$ cat src/rtl/mips_sim_pkg.sv
// Shared definitions for the MIPS simulation supervisor.
//   sim_status_e         verdict / FSM state encoding, also driven on the status port
//   BOOT_FAIL_CODE       fail_code reported when the first fetch misses the boot PC
//   *_ADDR_DEFAULT       default tohost / console store addresses, shared with mips_tb
//                        and the program loaders
package mips_sim_pkg;

    typedef enum logic [2:0] {
        StReset   = 3'd0,
        StRun     = 3'd1,
        StPass    = 3'd2,
        StFail    = 3'd3,
        StTimeout = 3'd4,
        StHang    = 3'd5
    } sim_status_e;

    localparam logic [31:0] BOOT_FAIL_CODE       = 32'hB007_0BAD;
    localparam logic [31:0] TOHOST_ADDR_DEFAULT  = 32'hFFFF_FFF0;
    localparam logic [31:0] CONSOLE_ADDR_DEFAULT = 32'hFFFF_FFF4;

    function automatic logic is_terminal(input sim_status_e s);
        return (s == StPass) || (s == StFail) || (s == StTimeout) || (s == StHang);
    endfunction

endpackage

$ cat src/rtl/sat_counter.sv
// Saturating up-counter with synchronous clear.
//   clk, rst   clock and asynchronous active-high reset (count -> 0)
//   clr        synchronous clear, wins over inc
//   inc        add one; holds at all-ones instead of wrapping
//   count      current value
module sat_counter #(
    parameter int unsigned WIDTH = 32
) (
    input  logic             clk,
    input  logic             rst,
    input  logic             clr,
    input  logic             inc,
    output logic [WIDTH-1:0] count
);

    always_ff @(posedge clk or posedge rst) begin
        if (rst) begin
            count <= '0;
        end else if (clr) begin
            count <= '0;
        end else if (inc && (count != '1)) begin
            count <= count + 1'b1;
        end
    end

endmodule

$ cat src/rtl/mips_sim_supervisor.sv
// Simulation supervisor for mips_cpu_adv + Memory.
// Releases the CPU reset RESET_CYCLES clocks after rst falls, checks the boot fetch, decodes
// tohost / console stores, runs cycle and stall watchdogs and holds a sticky verdict.
//   clk, rst                 clock, asynchronous active-high reset
//   inst_addr, data_addr     CPU fetch and data addresses
//   data_in, mem_write       CPU store data and strobe
//   cpu_rst                  reset to CPU/memory (async assert, sync release)
//   running, done, pass      RUN / any terminal state / PASS
//   status                   sim_status_e encoding of the current state
//   fail_code                failing tohost value or BOOT_FAIL_CODE
//   console_valid/_byte      one-cycle pulse per console store, byte held until the next
//   cycle_count, store_count saturating RUN-cycle and accepted-store counts
module mips_sim_supervisor
    import mips_sim_pkg::*;
#(
    parameter int unsigned        ADDR_W       = 32,
    parameter int unsigned        DATA_W       = 32,
    parameter int unsigned        RESET_CYCLES = 2,
    parameter logic [ADDR_W-1:0]  RESET_PC     = ADDR_W'(32'h1000),
    parameter logic [ADDR_W-1:0]  TOHOST_ADDR  = ADDR_W'(TOHOST_ADDR_DEFAULT),
    parameter logic [ADDR_W-1:0]  CONSOLE_ADDR = ADDR_W'(CONSOLE_ADDR_DEFAULT),
    parameter logic [DATA_W-1:0]  PASS_CODE    = DATA_W'(32'h1),
    parameter int unsigned        MAX_CYCLES   = 100000,
    parameter int unsigned        STALL_LIMIT  = 1024,
    parameter int unsigned        CNT_W        = 32
) (
    input  logic              clk,
    input  logic              rst,
    input  logic [ADDR_W-1:0] inst_addr,
    input  logic [ADDR_W-1:0] data_addr,
    input  logic [DATA_W-1:0] data_in,
    input  logic              mem_write,
    output logic              cpu_rst,
    output logic              running,
    output logic              done,
    output logic              pass,
    output logic [2:0]        status,
    output logic [DATA_W-1:0] fail_code,
    output logic              console_valid,
    output logic [7:0]        console_byte,
    output logic [CNT_W-1:0]  cycle_count,
    output logic [CNT_W-1:0]  store_count
);

    localparam int unsigned RC_W = $clog2(RESET_CYCLES + 1);

    sim_status_e       state_q, state_d;
    logic [RC_W-1:0]   rst_cnt_q;
    logic [ADDR_W-1:0] prev_addr_q;
    logic [DATA_W-1:0] fail_code_q;
    logic              console_valid_q;
    logic [7:0]        console_byte_q;
    logic [CNT_W-1:0]  stall_count;

    logic in_run, in_reset, first_cycle, boot_bad, tohost_wr, console_wr;
    logic same_pc, stall_hit, timeout_hit;

    assign in_run      = (state_q == StRun);
    assign in_reset    = (state_q == StReset);
    // cycle_count only sits at 0 during the first RUN cycle
    assign first_cycle = in_run && (cycle_count == '0);
    assign boot_bad    = first_cycle && (inst_addr != RESET_PC);
    assign tohost_wr   = in_run && mem_write && (data_addr == TOHOST_ADDR);
    assign console_wr  = in_run && mem_write && (data_addr == CONSOLE_ADDR);
    // prev_addr_q is loaded on every edge, so a fetch address held across the reset release
    // already counts as unchanged on the first RUN edge
    assign same_pc     = (inst_addr == prev_addr_q);
    assign stall_hit   = in_run && same_pc && (stall_count == CNT_W'(STALL_LIMIT - 1));
    assign timeout_hit = in_run && (cycle_count == CNT_W'(MAX_CYCLES - 1));

    sat_counter #(.WIDTH(CNT_W)) u_cycle_cnt (
        .clk   (clk),
        .rst   (rst),
        .clr   (in_reset),
        .inc   (in_run),
        .count (cycle_count)
    );

    sat_counter #(.WIDTH(CNT_W)) u_store_cnt (
        .clk   (clk),
        .rst   (rst),
        .clr   (in_reset),
        .inc   (in_run && mem_write),
        .count (store_count)
    );

    sat_counter #(.WIDTH(CNT_W)) u_stall_cnt (
        .clk   (clk),
        .rst   (rst),
        .clr   (in_reset || !same_pc),
        .inc   (in_run),
        .count (stall_count)
    );

    // State register
    always_ff @(posedge clk or posedge rst) begin
        if (rst) begin
            state_q <= StReset;
        end else begin
            state_q <= state_d;
        end
    end

    // Next state; RUN exits are ordered boot check > tohost > HANG > TIMEOUT
    always_comb begin
        state_d = state_q;
        case (state_q)
            StReset: begin
                if (rst_cnt_q <= RC_W'(1)) state_d = StRun;
            end
            StRun: begin
                if (boot_bad) begin
                    state_d = StFail;
                end else if (tohost_wr) begin
                    state_d = (data_in == PASS_CODE) ? StPass : StFail;
                end else if (stall_hit) begin
                    state_d = StHang;
                end else if (timeout_hit) begin
                    state_d = StTimeout;
                end
            end
            default: state_d = state_q;
        endcase
    end

    // Reset sequencer, verdict payload and console capture
    always_ff @(posedge clk or posedge rst) begin
        if (rst) begin
            rst_cnt_q       <= RC_W'(RESET_CYCLES);
            prev_addr_q     <= '0;
            fail_code_q     <= '0;
            console_valid_q <= 1'b0;
            console_byte_q  <= '0;
        end else begin
            prev_addr_q     <= inst_addr;
            console_valid_q <= console_wr;
            if (in_reset && (rst_cnt_q != '0)) begin
                rst_cnt_q <= rst_cnt_q - 1'b1;
            end
            if (boot_bad) begin
                fail_code_q <= DATA_W'(BOOT_FAIL_CODE);
            end else if (tohost_wr && (data_in != PASS_CODE)) begin
                fail_code_q <= data_in;
            end
            if (console_wr) begin
                console_byte_q <= data_in[7:0];
            end
        end
    end

    // Outputs
    always_comb begin
        cpu_rst = in_reset;
        running = in_run;
        done    = is_terminal(state_q);
        pass    = (state_q == StPass);
        status  = state_q;
    end

    assign fail_code     = fail_code_q;
    assign console_valid = console_valid_q;
    assign console_byte  = console_byte_q;

endmodule

$ cat config.mk
export PLATFORM = sky130hd
export DESIGN_NAME = mips_sim_supervisor
export DESIGN_NICKNAME = d
export VERILOG_FILES = /design/src/rtl/mips_sim_pkg.sv /design/src/rtl/sat_counter.sv /design/src/rtl/mips_sim_supervisor.sv
export SDC_FILE = /design/constraint.sdc
export NUM_CORES = 1
export LEC_CHECK = 0
export CAP_MARGIN = 0
export CORE_MARGIN = 3
export CORE_UTILIZATION = 55
export CTS_BUF_LIST = sky130_fd_sc_hd__clkbuf_8
export CTS_CLUSTER_DIAMETER = 50
export CTS_CLUSTER_SIZE = 40
export DETAILED_ROUTE_END_ITERATION = 10
export PLACE_DENSITY = 0.95
export SLEW_MARGIN = 10
export SYNTH_ARGS = -nofsm -noshare
export SYNTH_HDL_FRONTEND = slang
export SYNTH_SLANG_ARGS = --single-unit
$ cat constraint.sdc
create_clock -name clk -period 17.6 [get_ports clk]
set_input_delay 2.64 -clock clk [delete_from_list [all_inputs] [get_ports clk]]
set_output_delay 2.64 -clock clk [all_outputs]
set_load 0.03 [all_outputs]
==> results_dict.tcl, run 1 <==
set metrics [dict create \
    vias_per_cell 5.99 \
    status "complete, no violations" \
    critical_path.max_fanout 53 \
    static-leakage-power_nw 4.52 \
    hold_violations 0 \
    die_y_um 131 \
    grt_max_degree 111 \
    synth_edf_count 0 \
    root_buffer "clkbuf_8" \
    cts_tree "yes" \
    syn-num-nets 980 \
    use_met2_pct 47.1 \
    layout_common_cells "clkdlybuf4s50_1, dfrtp_1, nor2_1" \
    ant_nets 0 \
    use_met3_pct 4.79 \
    cts_hold_buf 0 \
    grt_pass1_vias 7731 \
    clk_pin_slew_ns 0.09 \
    reg2reg_depth 6 \
    io-pin-count 211 \
    cts_inserted_buffers 17 \
    r2r_setup_slack_ns 14.28 \
    finalCritPeriodShare_pct 33.3 \
    ys.warnings.count 0 \
    max-slew-margin-rel_pct 26.3 \
    ys.flop_type "dfrtp_1" \
    wirelength_um 24100 \
    p_int_uw 558 \
    start_util_pct 56.4 \
    combPwrFrac_pct 5.8 \
    crit_required_ns 14.96 \
    fmax_mhz 171 \
    hp-class "flop to flop" \
    placed_area_um2 10900 \
    reg2reg_to "u_store_cnt.count[26]" \
    sw_frac_of_total_pct 24.1 \
    n_fill_cell 1023 \
    fp-row-count 45 \
    setup_viol 0 \
    dieArea_um2 17200 \
    slew_viol_final 0 \
    routabilityCongestion 0.858 \
    grt_overflow 0 \
    fin_area_um2 11300 \
    grt.total_usage_pct 27.8 \
    diodes 0 \
    nNetsFinal 1179 \
    path_class "flop to output port" \
    drive_above_1_share_pct 4.42 \
    worstPathArrival_ns 3.21 \
    antenna_found_initial 0 \
    cts_max_path_buffers 2 \
    finalNonFillerCells 1298 \
    place_ws_ns 11.79 \
    vias 7772 \
    place_inst 1266 \
    crit_end "cpu_rst" \
    htreeDepth 4 \
    end_kind "output port" \
    clkPwrFrac_pct 39.1 \
    finClkSkew_ns 0.0132 \
    cts-resized-gates 0 \
    timing.rr.start "status[0]" \
    worstSkewPairLatency_ns 0.46 \
    pwr-share-seq_pct 55.1 \
    ys_async_sr_fraction_pct 100 \
    drt_first_pass_iters 5 \
    synth-seq-cells 174 \
    port_buffers 210 \
    fin_tns_setup_ns 0 \
    cts_sinks 174 \
    grt_pass1_wl_um 39400 \
    die_w_um 131 \
    synth.distinct_cells 57 \
    synth_area_um2 8610 \
    dp_hpwl_um 17200 \
    rsz0062_at_grt "no" \
    seq_area_frac_synth_pct 50.6 \
    grt_use_met1_pct 36.0 \
    power_density_nw_per_um2 65.3 \
    final_common_cell "clkdlybuf4s50_1" \
    ir_worst_vdd_uv 51.8 \
    grt-busiest-layer "met2" \
    syn_avg_cell_area_um2 9.84 \
    synth_cells 875 \
    worst_pin_slew_ns 1.10 \
    worst_slack_ns 11.75 \
    drt_first_iter_violations 645 \
    p_sw_uw 177 \
    cts_setup_buffers 0 \
    coreArea_um2 15300 \
    finalCriticalPeriod_ns 5.85 \
    area_growth_syn_to_layout_pct 30.7 \
    crit_path_start "status[0]" \
    drc 0 \
    startpoint_type "flop" \
    wl_per_cell_um 18.6 \
    cap_violations 0 \
]
[cell families after synthesis]
| logic type | Yosys count | synth area share [%] |
|---|---|---|
| muxes | 35 | 4.07 |
| AOI/OAI and AO/OA | 57 | 4.29 |
| DFF | 174 | 50.6 |
| and+or+nand+nor | 453 | 27.4 |
| xor gates and xnor gates | 101 | 10.3 |
| buffers and inverters | 49 | 2.51 |
| adders and majority gates | 6 | 0.872 |
[critical path, cell delays in order, from the launching register on]
cell             delay, ns
dfrtp_1               0.67
or3_1                 0.71
inv_2                 0.10
buf_4                 0.48
clkdlybuf4s50_1       0.78
[cell type report]
class | instances | area, um2 | area share, %
clock buffer | 17 | 234 | 2.08
inverter | 16 | 65.1 | 0.578
clock inverter | 15 | 169 | 1.50
timing repair buffer | 213 | 2120 | 18.9
multi-input combinational | 652 | 4050 | 35.9
tap | 211 | 264 | 2.35
sequential | 174 | 4360 | 38.7
[per-layer routing]
metal | vias up | wire (um)
li1 | 3522 | -
met1 | 3807 | 9740
met2 | 377 | 12000
met3 | 66 | 1620
met4 | 0 | 768
met5 | - | 0
[worst min path at each step]
| stage | start | endpoint | cells after the start |
|---|---|---|---|
| after floorplan | rst_cnt_q[1] | rst_cnt_q[1] | 2 |
| after global placement | console_byte[0] | console_byte[0] | 2 |
| after detailed placement | console_byte[1] | console_byte[1] | 2 |
| after CTS | console_byte[1] | console_byte[1] | 2 |
| after global routing | console_byte[4] | console_byte[4] | 2 |
| final | console_byte[1] | console_byte[1] | 2 |
[synthesized netlist by cell type (all sizes together), types with 2 or more instances]
| library cell | instances | area, um2 |
|---|---|---|
| a21oi | 14 | 70.1 |
| o211ai | 2 | 15.0 |
| xor2 | 71 | 622 |
| nand2b | 2 | 12.5 |
| and3 | 21 | 131 |
| o31ai | 7 | 52.6 |
| or4 | 6 | 45.0 |
| nor2b | 2 | 12.5 |
| nor2 | 103 | 387 |
| o21ai | 18 | 90.1 |
| a31oi | 4 | 25.0 |
| nand4 | 59 | 369 |
| or3 | 15 | 93.8 |
| nor4 | 43 | 275 |
| and2 | 8 | 50.1 |
| nand2 | 92 | 348 |
| ha | 6 | 75.1 |
| mux2i | 35 | 350 |
| or2 | 3 | 18.8 |
| nand4b | 3 | 26.3 |
| buf | 13 | 80.1 |
| nand3 | 37 | 185 |
| and4 | 12 | 105 |
| dfrtp | 173 | 4330 |
| nor4b | 5 | 43.8 |
| nor3b | 4 | 30.0 |
| xnor2 | 30 | 263 |
| nor3 | 33 | 176 |
| clkbuf | 20 | 76.3 |
| inv | 16 | 60.1 |
[flip-flops by register name, summed over array words and instances, names as in the netlist]
| register | cells |
|---|---|
| rst_cnt_q | 2 |
| u_store_cnt.count | 32 |
| u_stall_cnt.count | 32 |
| console_valid | 1 |
| status | 3 |
| prev_addr_q | 32 |
| u_cycle_cnt.count | 32 |
| console_byte | 8 |
| fail_code | 32 |
[power groups by stage]
stage,Clock [mW],Combinational (mW),Sequential [mW]
6_report,0.287,0.0427,0.405
5_1_grt,0.309,0.0462,0.405
4_1_cts,0.291,0.0430,0.405
3_5_place_dp,0,0.0427,0.413
3_3_place_gp,0,0.0419,0.413
2_1_floorplan,0,0.0122,0.413
[metrics by stage]
step	hold slack, ns	utilization, %	power, mW
finish	0.476	73.8	0.735
global route	0.495	73.8	0.761
CTS	0.478	73.8	0.739
detailed placement	0.457	71.1	0.456
global placement	0.451	71.1	0.454
floorplan	0.493	-	0.425
Note: power is estimated with default switching activity, not from simulation.
==> run 2: changes to the inputs <==
--- a/config.mk
+++ b/config.mk
@@ -7,12 +7,12 @@
 export LEC_CHECK = 0
 export CAP_MARGIN = 0
 export CORE_MARGIN = 3
-export CORE_UTILIZATION = 55
+export CORE_UTILIZATION = 46
 export CTS_BUF_LIST = sky130_fd_sc_hd__clkbuf_8
 export CTS_CLUSTER_DIAMETER = 50
 export CTS_CLUSTER_SIZE = 40
 export DETAILED_ROUTE_END_ITERATION = 10
-export PLACE_DENSITY = 0.95
+export PLACE_DENSITY = 0.89
 export SLEW_MARGIN = 10
 export SYNTH_ARGS = -nofsm -noshare
 export SYNTH_HDL_FRONTEND = slang
==> constraint.sdc (replaced) <==
create_clock -name clk -period 5.29 [get_ports clk]
set_input_delay 0.7935 -clock clk [delete_from_list [all_inputs] [get_ports clk]]
set_output_delay 0.7935 -clock clk [all_outputs]
set_load 0.03 [all_outputs]
==> results_dict.tcl, run 2 (same netlist as run 1, synthesis figures left out) <==
set metrics [dict create \
    ir_worst_vdd_uv 154 \
    vias_per_cell 5.75 \
    fin_tns_setup_ns 0 \
    nNetsFinal 1179 \
    drive_above_1_share_pct 4.32 \
    power_density_nw_per_um2 216 \
    slew_viol_final 0 \
    io-pin-count 211 \
    cts_sinks 174 \
    worst_pin_slew_ns 1.10 \
    startpoint_type "flop" \
    cts_tree "yes" \
    grt_pass1_vias 7433 \
    rsz0062_at_grt "no" \
    crit_required_ns 4.50 \
    setup_viol 0 \
    cts_setup_buffers 0 \
    coreArea_um2 18100 \
    die_w_um 143 \
    crit_chain "or3b_4 -> inv_1 -> clkdlybuf4s50_1" \
    static-leakage-power_nw 4.52 \
    hold_violations 0 \
    ant_nets 0 \
    grt_pass1_wl_um 37700 \
    slowest_delay_ns 0.79 \
    grt_max_degree 175 \
    combPwrFrac_pct 5.9 \
    htreeDepth 4 \
    layout_common_cells "clkdlybuf4s50_1, dfrtp_1, nor2_1" \
    fp-row-count 49 \
    wirelength_um 23700 \
    worst_slack_ns 1.66 \
    hp-class "flop to flop" \
    clkPwrFrac_pct 38.7 \
    p_sw_uw 606 \
    r2r_setup_slack_ns 2.01 \
    fin_area_um2 11300 \
    drc 0 \
    path_class "flop to output port" \
    grt.total_usage_pct 22.7 \
    worstSkewPairLatency_ns 0.47 \
    cap_violations 0 \
    status "complete, no violations" \
    placed_area_um2 10900 \
    finalCritPeriodShare_pct 68.7 \
    area_growth_syn_to_layout_pct 31.1 \
    p_int_mw 1.83 \
    worstPathArrival_ns 2.84 \
    clk_pin_slew_ns 0.10 \
    finClkSkew_ns 0.0149 \
    crit_family "buffers and inverters" \
    cp_slowest_cell "dfrtp_1" \
    n_fill_cell 1427 \
    cts_inserted_buffers 17 \
    wl_per_cell_um 18.0 \
    pwr-share-seq_pct 55.4 \
    port_buffers 210 \
    worst-path-buf-inv 2 \
    dp_hpwl_um 16800 \
    routabilityCongestion 0.854 \
    end_kind "output port" \
    final_common_cell "clkdlybuf4s50_1" \
    drt_first_iter_violations 585 \
    fmax_mhz 275 \
    diodes 0 \
    vias 7569 \
    die_y_um 143 \
    drt_first_pass_iters 5 \
    max-slew-margin-rel_pct 26.2 \
    cts_hold_buf 0 \
    dieArea_um2 20400 \
    cts-resized-gates 0 \
    finalCriticalPeriod_ns 3.63 \
    root_buffer "clkbuf_8" \
    finalPower_mw 2.43 \
    antenna_found_initial 0 \
    start_util_pct 47.4 \
    grt_overflow 0 \
    place_ws_ns 1.44 \
    critical_path.max_fanout 18 \
    cts_max_path_buffers 2 \
    sw_frac_of_total_pct 24.9 \
]
-- run 2: changes by cell type in the layout (fill, tap and decap cells not counted), sizes merged --
cell      delta
clkinvlp     +1
bufinv       -1
clkbuf       +1
inv          -1
-- run 2: final cells by class --
type                            count  area, um2  area share (%)
Tap cell                          229        287            2.54
Clock inverter                     14        150            1.33
Timing Repair Buffer              213       2140            18.9
Clock buffer                       18        248            2.20
Multi-Input combinational cell    652       4050            35.8
Inverter                           16       63.8           0.565
Sequential cell                   174       4360            38.6
-- run 2: power groups by stage --
stage | clock (mW) | combinational, mW | sequential [mW]
2_1_floorplan | 0 | 0.0409 | 1.37
3_3_place_gp | 0 | 0.141 | 1.37
3_5_place_dp | 0 | 0.143 | 1.37
4_1_cts | 0.959 | 0.145 | 1.35
5_1_grt | 1.00 | 0.155 | 1.35
6_report | 0.942 | 0.143 | 1.35
-- run 2: routing by layer --
metal / vias up / part of all wire [%] / GRT usage [%]
li1: 3526 / - / -
met1: 3726 / 43 / 31.0
met2: 283 / 49 / 37.3
met3: 34 / 5.8 / 4.02
met4: 0 / 2.0 / 6.50
met5: - / 0 / 0
-- run 2: final timing paths --
kind,start,to,cells after the start
setup / recovery,status[0],running,3
hold / removal,console_byte[0],console_byte[0],2
setup reg to reg,status[0],u_store_cnt.count[18],6
hold reg to reg,console_byte[0],console_byte[0],2
max in group asynchronous,rst,u_cycle_cnt.count[28],3
min in group asynchronous,rst,prev_addr_q[31],3
-- run 2: metrics by stage --
stage | util, % | instances | hold WS, ns
floorplan | - | 875 | 0.493
global placement | 60.0 | 1284 | 0.452
detailed placement | 60.0 | 1284 | 0.456
CTS | 62.2 | 1316 | 0.480
global route | 62.2 | 1316 | 0.501
finish | 62.2 | 1316 | 0.480
-- run 2: worst reg2reg max path: cells and delay by family, from the launching register on --
kind	cells	cell delay, ns
AND/OR/NAND/NOR	4	1.98
buffers and inverters	1	0.25
flip-flops	1	0.79
AO/OA/AOI/OAI	1	0.18
